**src/rtl/uart_tx_frame_pkg.sv**
```systemverilog
// uart_tx_frame_pkg: shared FSM states, parity polarity and line idle level for the UART TX path
package uart_tx_frame_pkg;
  typedef enum logic [2:0] {IDLE, START, DATA, PARITY, STOP} state_t;
  localparam logic PAR_EVEN = 1'b0;
  localparam logic PAR_ODD = 1'b1;
  localparam logic LINE_IDLE = 1'b1;
  function automatic logic par_bit(input logic par_type, input logic xor_red);
    return (par_type == PAR_ODD) ? ~xor_red : xor_red;
  endfunction
endpackage

```
**src/rtl/uart_baud_cnt.sv**
```systemverilog
// uart_baud_cnt: counts 0..CLKS_PER_BIT-1 and flags the last cycle of each bit
module uart_baud_cnt #(
  parameter int CLKS_PER_BIT = 16
) (
  input  logic clk,
  input  logic rst,
  input  logic clr,
  output logic bit_end
);
  localparam int CW = $clog2(CLKS_PER_BIT);
  localparam logic [CW-1:0] LAST = CW'(CLKS_PER_BIT - 1);
  logic [CW-1:0] cnt;
  assign bit_end = cnt == LAST;
  always_ff @(posedge clk or negedge rst)
    if (!rst) cnt <= '0;
    else cnt <= (clr || bit_end) ? '0 : cnt + 1'b1;
endmodule

```
**src/rtl/uart_tx_frame.sv**
```systemverilog
// uart_tx_frame: LSB-first UART transmit serializer with optional odd/even parity
module uart_tx_frame
  import uart_tx_frame_pkg::*;
#(
  parameter int DATA_WIDTH = 8,
  parameter int CLKS_PER_BIT = 16
) (
  input  logic                  clk,
  input  logic                  rst,
  input  logic [DATA_WIDTH-1:0] p_data,
  input  logic                  data_valid,
  input  logic                  par_en,
  input  logic                  par_type,
  output logic                  tx_out,
  output logic                  busy,
  output logic                  tx_done
);
  localparam int IW = (DATA_WIDTH > 1) ? $clog2(DATA_WIDTH) : 1;
  localparam logic [IW-1:0] LAST = IW'(DATA_WIDTH - 1);
  state_t state, state_n;
  logic [DATA_WIDTH-1:0] data_q;
  logic [IW-1:0] idx, idx_n;
  logic par_q, par_en_q, bit_end, tx_n;
  uart_baud_cnt #(.CLKS_PER_BIT(CLKS_PER_BIT)) u_baud (
    .clk(clk), .rst(rst), .clr(state == IDLE), .bit_end(bit_end)
  );
  always_comb begin
    state_n = state;
    idx_n = idx;
    unique case (state)
      IDLE:    state_n = data_valid ? START : IDLE;
      START:   state_n = bit_end ? DATA : START;
      DATA: if (bit_end) begin
        idx_n = (idx == LAST) ? '0 : idx + 1'b1;
        state_n = (idx != LAST) ? DATA : par_en_q ? PARITY : STOP;
      end
      PARITY:  state_n = bit_end ? STOP : PARITY;
      STOP:    state_n = bit_end ? IDLE : STOP;
      default: state_n = IDLE;
    endcase
    // outputs are registered, so the line level is derived from the next state
    tx_n = (state_n == START) ? 1'b0 :
           (state_n == DATA) ? data_q[idx_n] :
           (state_n == PARITY) ? par_q : LINE_IDLE;
  end
  always_ff @(posedge clk or negedge rst)
    if (!rst) begin
      state <= IDLE;
      idx <= '0;
      data_q <= '0;
      par_q <= 1'b0;
      par_en_q <= 1'b0;
      tx_out <= LINE_IDLE;
      busy <= 1'b0;
      tx_done <= 1'b0;
    end else begin
      state <= state_n;
      idx <= idx_n;
      if (state == IDLE && data_valid) begin
        data_q <= p_data;
        par_q <= par_bit(par_type, ^p_data);
        par_en_q <= par_en;
      end
      tx_out <= tx_n;
      busy <= state_n != IDLE;
      tx_done <= state == STOP && state_n == IDLE;
    end
endmodule
```
**config.mk**
```make
export PLATFORM = sky130hd
export DESIGN_NAME = uart_tx_frame
export DESIGN_NICKNAME = d
export VERILOG_FILES = /design/src/rtl/uart_tx_frame_pkg.sv /design/src/rtl/uart_baud_cnt.sv /design/src/rtl/uart_tx_frame.sv
export SDC_FILE = /design/constraint.sdc
export NUM_CORES = 1
export LEC_CHECK = 0
export CORE_ASPECT_RATIO = 1.2
export CORE_MARGIN = 3
export CORE_UTILIZATION = 40
export CTS_BUF_LIST = sky130_fd_sc_hd__clkbuf_4 sky130_fd_sc_hd__clkbuf_8
export DETAILED_ROUTE_END_ITERATION = 10
export MAX_ROUTING_LAYER = met4
export PLACE_DENSITY = 0.68
export SETUP_SLACK_MARGIN = 0.02
export SYNTH_ARGS = -nofsm -noshare
export SYNTH_HDL_FRONTEND = slang
export SYNTH_SLANG_ARGS = --single-unit
```
**constraint.sdc**
```tcl
create_clock -name clk -period 2.4 [get_ports clk]
set_clock_uncertainty 0.05 [all_clocks]
set_input_delay 0.48 -clock clk [delete_from_list [all_inputs] [get_ports clk]]
set_output_delay 0.48 -clock clk [all_outputs]
set_load 0.03 [all_outputs]
```
Word-level counts from Yosys, hierarchy flattened
Index checks and enable logic that the tools add are counted.

Register bits: 23. Bits in latches: 0. Memory bits (writable): 0. ROM bits: 0. Output and inout bits: 3. Memories: 0.

$add $sub $neg: 2. $mul: 0. Divide/modulo/power cells: 0. Order comparisons: 1. Equality and inequality tests: 10. Shifts and indexed selects: 0. Muxes and demuxes: 18. Bitwise logic cells: 1. Reduce and logical (&&, ||, !) cells: 7.

Operator list (number): $mux 3 (8); $pmux 3 s5 (1); $eq 3x2->1 const B (4); $reduce_xor 8->1 (1); $eq 3x1->1 const B (2); $eq 3x3->1 const B (2); $logic_not 3->1 (2); $mux 1 (6); $add 4x1->4 const B (1); $eq 4x4->1 const B (1); $lt 3x4->1 const B (1); $mux 4 (1); $add 3x1->3 const B (1); $bmux 1 s3 (1); $ne 3x3->1 const B (1); $reduce_bool 3->1 (1); $logic_and 1x1->1 (2); $mux 2 (1); $logic_or 1x1->1 (1); $not 1->1 (1).

Depth between registers and ports, before layout
Gate-level depths: netlist (run 1).

Word-level depth: 8. Mapped depth: 8. Gate-level depth less buffers: 8.

Hierarchy
Synthesis (run 1) repeated with hierarchy kept, for this count alone.

Cell total of the unflattened synthesis: 115. Area total of the unflattened synthesis: 1271.2 sq um.

Modules (own cells, without submodules): uart_tx_frame (times used 1, cells an instance 102, area each 1099.8 sq um, seq. area each 476.7 sq um); uart_baud_cnt (times used 1, cells an instance 13, area each 171.4 sq um, seq. area each 100.1 sq um).

Worst setup path before layout (run 1)
No wires, ideal clock.

Path kind: register -> register. Start: register u_baud.cnt[0]. End: register tx_out. Setup time: 0.082 ns. Arrival: 1.916 ns. Required time: 2.268 ns. Path slack: 0.352 ns. Cell stages (with the launch flop): 8. Period minus slack after synthesis: 2.048 ns. Cells stage by stage: dfrtp_1 -> ha_1 -> nand3_2 -> nor3_4 -> mux2_2 -> nand2b_1 -> o221a_1 -> a22oi_1.

Cells in the longest elaborated chain, start to end: 7. Elaborated cells on any way between the ends: 16.

Ends and longest elaborated chain: start: declaration (RTL line uart_baud_cnt.sv:12) `logic [CW-1:0] cnt;`; start signal: assignment (RTL line uart_baud_cnt.sv:16) `else cnt <= (clr || bit_end) ? '0 : cnt + 1'b1;`; $eq 4x4->1 (RTL line uart_baud_cnt.sv:13) `assign bit_end = cnt == LAST;`; $mux 3 (RTL line uart_tx_frame.sv:33) `DATA: if (bit_end) begin`; $mux 3 (RTL line uart_tx_frame.sv:30) `unique case (state)`; net idx_n[1] (RTL line uart_tx_frame.sv:22) `logic [IW-1:0] idx, idx_n;`; $bmux 1 s3 (RTL line uart_tx_frame.sv:43) `(state_n == DATA) ? data_q[idx_n] :`; $mux 1 (implied by the code) (RTL line uart_tx_frame.sv:43); $mux 1 (RTL line uart_tx_frame.sv:43); $mux 1 (RTL line uart_tx_frame.sv:42) `tx_n = (state_n == START) ? 1'b0 :`; net tx_n (RTL line uart_tx_frame.sv:23) `logic par_q, par_en_q, bit_end, tx_n;`; end signal: assignment (RTL line uart_tx_frame.sv:64) `tx_out <= tx_n;`; end: declaration (RTL line uart_tx_frame.sv:14) `output logic tx_out,`.

The timed path passes the listed nets, and every way through them passes these cells. The select of a mux whose other input is x is not followed. A chain may end at the register's enable or synchronous reset.

Final worst setup path (run 1)
Start: register idx[0]. End: register tx_out.

Cells in the longest elaborated chain, start to end: 8. Elaborated cells on any way between the ends: 17.

Ends and longest elaborated chain: start: declaration (RTL line uart_tx_frame.sv:22); start signal: assignment (RTL line uart_tx_frame.sv:58) `idx <= idx_n;`; $add 3x1->3 (tied with other cells) (RTL line uart_tx_frame.sv:34) `idx_n = (idx == LAST) ? '0 : idx + 1'b1;`; $mux 3 (on tied branches) (RTL line uart_tx_frame.sv:34, uart_tx_frame.sv:35); $mux 3 (RTL line uart_tx_frame.sv:33); $mux 3 / $pmux 3 s5 (equally long branches) (RTL line uart_tx_frame.sv:30); $bmux 1 s3 / $eq 3x2->1 (equally long branches) (RTL line uart_tx_frame.sv:43, uart_tx_frame.sv:44); $mux 1 (on tied branches) (RTL line uart_tx_frame.sv:43, uart_tx_frame.sv:44); $mux 1 (RTL line uart_tx_frame.sv:43); $mux 1 (*) (RTL line uart_tx_frame.sv:42); net tx_n (RTL line uart_tx_frame.sv:23).

Mark *: on every way through the listed nets, which the timed path passes. The rest lies on a longest branch. The select of a mux whose other input is x is not followed.

==> results of run 1 <==
[cell families (layout without fill, tap and decap cells)]
logic type / Yosys count / after routing / share of synthesized area
AND/OR/NAND/NOR: 26 / 26 / 0.131
flip-flops: 23 / 23 / 0.474
multiplexers: 21 / 21 / 0.188
AO/OA/AOI/OAI: 10 / 10 / 0.0658
XOR/XNOR: 10 / 10 / 0.0720
buffers and inverters: 7 / 27 / 0.0381
adder cells (fa/ha/maj): 3 / 3 / 0.0309
[cell usage in the layout, fill, tap and decap left out, types with 2 or more instances in the layout]
cell | synthesis | routed
ha_1 | 3 | 3
nand2b_1 | 2 | 2
nand3_1 | 2 | 2
nor2_1 | 3 | 3
xor2_1 | 3 | 3
inv_1 | 3 | 3
clkdlybuf4s50_1 | 0 | 15
mux2_2 | 12 | 12
clkbuf_4 | 0 | 3
a221oi_1 | 2 | 2
a21oi_1 | 2 | 2
dfrtp_1 | 22 | 22
xnor2_1 | 7 | 7
buf_4 | 0 | 5
mux2i_1 | 8 | 8
nand2_1 | 5 | 4
and2_1 | 2 | 2
nor3_1 | 4 | 4
[power breakdown]
part	switching (W)	internal, W	total, W	leakage [nW]
Combinational	0.0000234	0.0000335	0.0000569	0.330
Sequential	0	0.000388	0.000388	0.298
Clock	0.000110	0.0000621	0.000172	0.0177
[per-layer routing]
metal | routed length (um) | part of all wire | global-route usage
met1 | 844 | 0.40 | 0.143
met3 | 76 | 0.036 | 0.0195
met2 | 1160 | 0.55 | 0.237
met4 | 18 | 0.0086 | 0.0534
met5 | 0 | 0 | -
[registers in the layout, summed over array words and instances, names as in the netlist]
name and flops:
tx_out 1, par_q 1, data_q 8, tx_done 1, par_en_q 1, u_baud.cnt 4, busy 1, state 3
idx 3
[final timing paths]
| check | startpoint | to |
|---|---|---|
| min in group asynchronous | rst | u_baud.cnt[3] |
| max | idx[0] | tx_out |
| max in group asynchronous | rst | tx_out |
| min reg2reg | u_baud.cnt[0] | u_baud.cnt[0] |
| max reg2reg | idx[0] | tx_out |
| min | u_baud.cnt[0] | u_baud.cnt[0] |
[worst register-to-register path: cells and delay by family (launching register included)]
kind / cells / cell delay [ps]
AND/OR/NAND/NOR: 2 / 440
AO/OA/AOI/OAI: 2 / 400
flip-flops: 1 / 410
multiplexers: 2 / 400
adder cells (fa/ha/maj): 2 / 410
[synth_stat cells, types with 2 or more instances]
| cell | count | area, um^2 |
|---|---|---|
| dfrtp_1 | 22 | 551 |
| a221oi_1 | 2 | 17.5 |
| mux2_2 | 12 | 135 |
| xor2_1 | 3 | 26.3 |
| xnor2_1 | 7 | 61.3 |
| buf_2 | 3 | 15.0 |
| ha_1 | 3 | 37.5 |
| inv_1 | 3 | 11.3 |
| nand3_1 | 2 | 10.0 |
| nand2b_1 | 2 | 12.5 |
| a21oi_1 | 2 | 10.0 |
| nor2_1 | 3 | 11.3 |
| nand2_1 | 5 | 18.8 |
| and2_1 | 2 | 12.5 |
| mux2i_1 | 8 | 80.1 |
| nor3_1 | 4 | 20.0 |
[cell type report]
type,count,share of cell area
Sequential cell,23,0.400
Clock inverter,1,0.00347
Timing Repair Buffer,20,0.130
Inverter,3,0.00781
Clock buffer,3,0.0156
Multi-Input combinational cell,70,0.413
Tap cell,34,0.0295
[through the flow]
stage	util	total power (W)	std cells	setup WS (ps)	hold WS, ps
floorplan	-	0.000418	100	352	134
global placement	0.497	0.000452	150	262	402
detailed placement	0.497	0.000453	150	196	412
CTS	0.507	0.000630	154	169	429
global route	0.508	0.000661	154	40.3	460
finish	0.508	0.000616	154	218	426
==> flow_metrics.py, run 1 <==
metrics = {
    "timing": {
        "relSlewSlack": 0.713,
        "period_minus_slack_ps": 2180,
        "fmax_mhz": 458,
        "fin_setup_tns_ps": 0,
        "rsz0062_at_grt": "no",
        "worst_pin_slew_ps": 418,
        "maxSlewViolCount": 0,
        "finalCritPeriodShare": 0.909,
        "timing_hold_violations_final": 0,
        "finalSetupViolations": 0,
    },
    "clocking": {
        "cts_hold_buf": 0,
        "clock-sinks": 23,
        "path_clk_slew_ps": 120,
        "h-tree-depth": 1,
        "cts-root-buf": "clkbuf_4",
        "clk-insertion-delay-late_ps": 300,
        "post_cts_resized": 0,
        "post_cts_buffers": 0,
        "cts.path.max_buffers": 2,
        "numCtsBuffers": 3,
        "tritoncts": "built",
    },
    "setup_path": {
        "crit_slowest_cell": "dfrtp_1",
        "path_max_fanout": 4,
        "rrSetupSlack_ps": 220,
        "crit_cells": 8,
        "crit_chain": "ha_1 -> ha_1 -> nor4b_2 -> nand2_2 -> mux2i_1 -> mux2_2 -> o221a_1 -> a22oi_1",
        "worstSetupStartpointType": "register",
        "cpMostUsedCell": "ha_1",
        "worst-setup-path-type": "reg -> reg",
        "critPathMaxStageDelay_ps": 410,
        "critPathArrivalTime_ps": 2360,
        "cp_num_buf_inv": 0,
        "critPathTopFamily": "simple AND/OR/NAND/NOR gates",
        "reg2reg_depth": 8,
        "cp-end-kind": "register",
        "required_ps": 2580,
    },
    "run": {
        "drv_cap": 0,
    },
    "min_path": {
        "min_path_type": "reg -> reg",
        "hold-path-cell-count": 1,
    },
    "yosys": {
        "synthFlopType": "dfrtp_1",
        "syn_nets": 116,
        "netlist_instances": 100,
        "syn-mean-instance-area_um2": 12.2,
        "ys_types": 33,
        "ys_warn_count": 0,
        "synth_seq_cells": 23,
        "synth_edf_count": 0,
        "async_reset_ff_frac": 1.00,
        "syn_area_mm2": 0.00122,
        "ys_seq_area_frac": 0.474,
    },
    "cells_and_area": {
        "design_area_mm2": 0.00144,
        "drive_gt1_frac": 0.233,
        "diodes": 0,
        "regArea_um2": 577,
        "area.growth.synth_to_final_pct": 18.5,
        "fill_cells": 277,
        "multi_input_area_um2": 596,
        "finalNetCount": 137,
    },
    "power": {
        "max-vdd-ir-drop_v": 0.000225,
        "power_density_mw_per_mm2": 428,
        "power_leakage_nw": 0.645,
    },
    "detailed_routing": {
        "remaining_drc_errors": 0,
        "dr.first_iter.drc_count": 17,
        "wl_um": 2100,
        "drtPass1Iterations": 4,
        "viasPerCell": 5.27,
        "dr_total_vias": 811,
        "ant_nets": 0,
        "wire_per_inst_um": 13.6,
    },
    "grt": {
        "grt_max_degree": 24,
        "antenna_found_initial": 0,
        "grt_overflow": 0,
        "grt_pass1_wl_um": 3730,
        "grt_pass1_vias": 854,
        "grt_usage": 0.131,
    },
    "floorplanning": {
        "rows": 21,
        "die-area_mm2": 0.00374,
        "dieWidth_um": 56.3,
        "ios": 16,
        "initial_utilization": 0.429,
        "die_h_um": 66.4,
        "core_mm2": 0.00284,
    },
    "run_status": {
        "status": "finished clean",
    },
    "placement": {
        "numPortBuffers": 15,
        "place.gp.congestion": 0.727,
        "dp_hpwl_um": 1660,
        "place_area_mm2": 0.00141,
    },
}
Note: power is estimated with default switching activity, not from simulation.
==> run 2: changes to the inputs <==
TNS_END_PERCENT = 30   (was default)
==> results of run 2 <==
No change in the layout: final DEF, timing and power equal those of run 1.
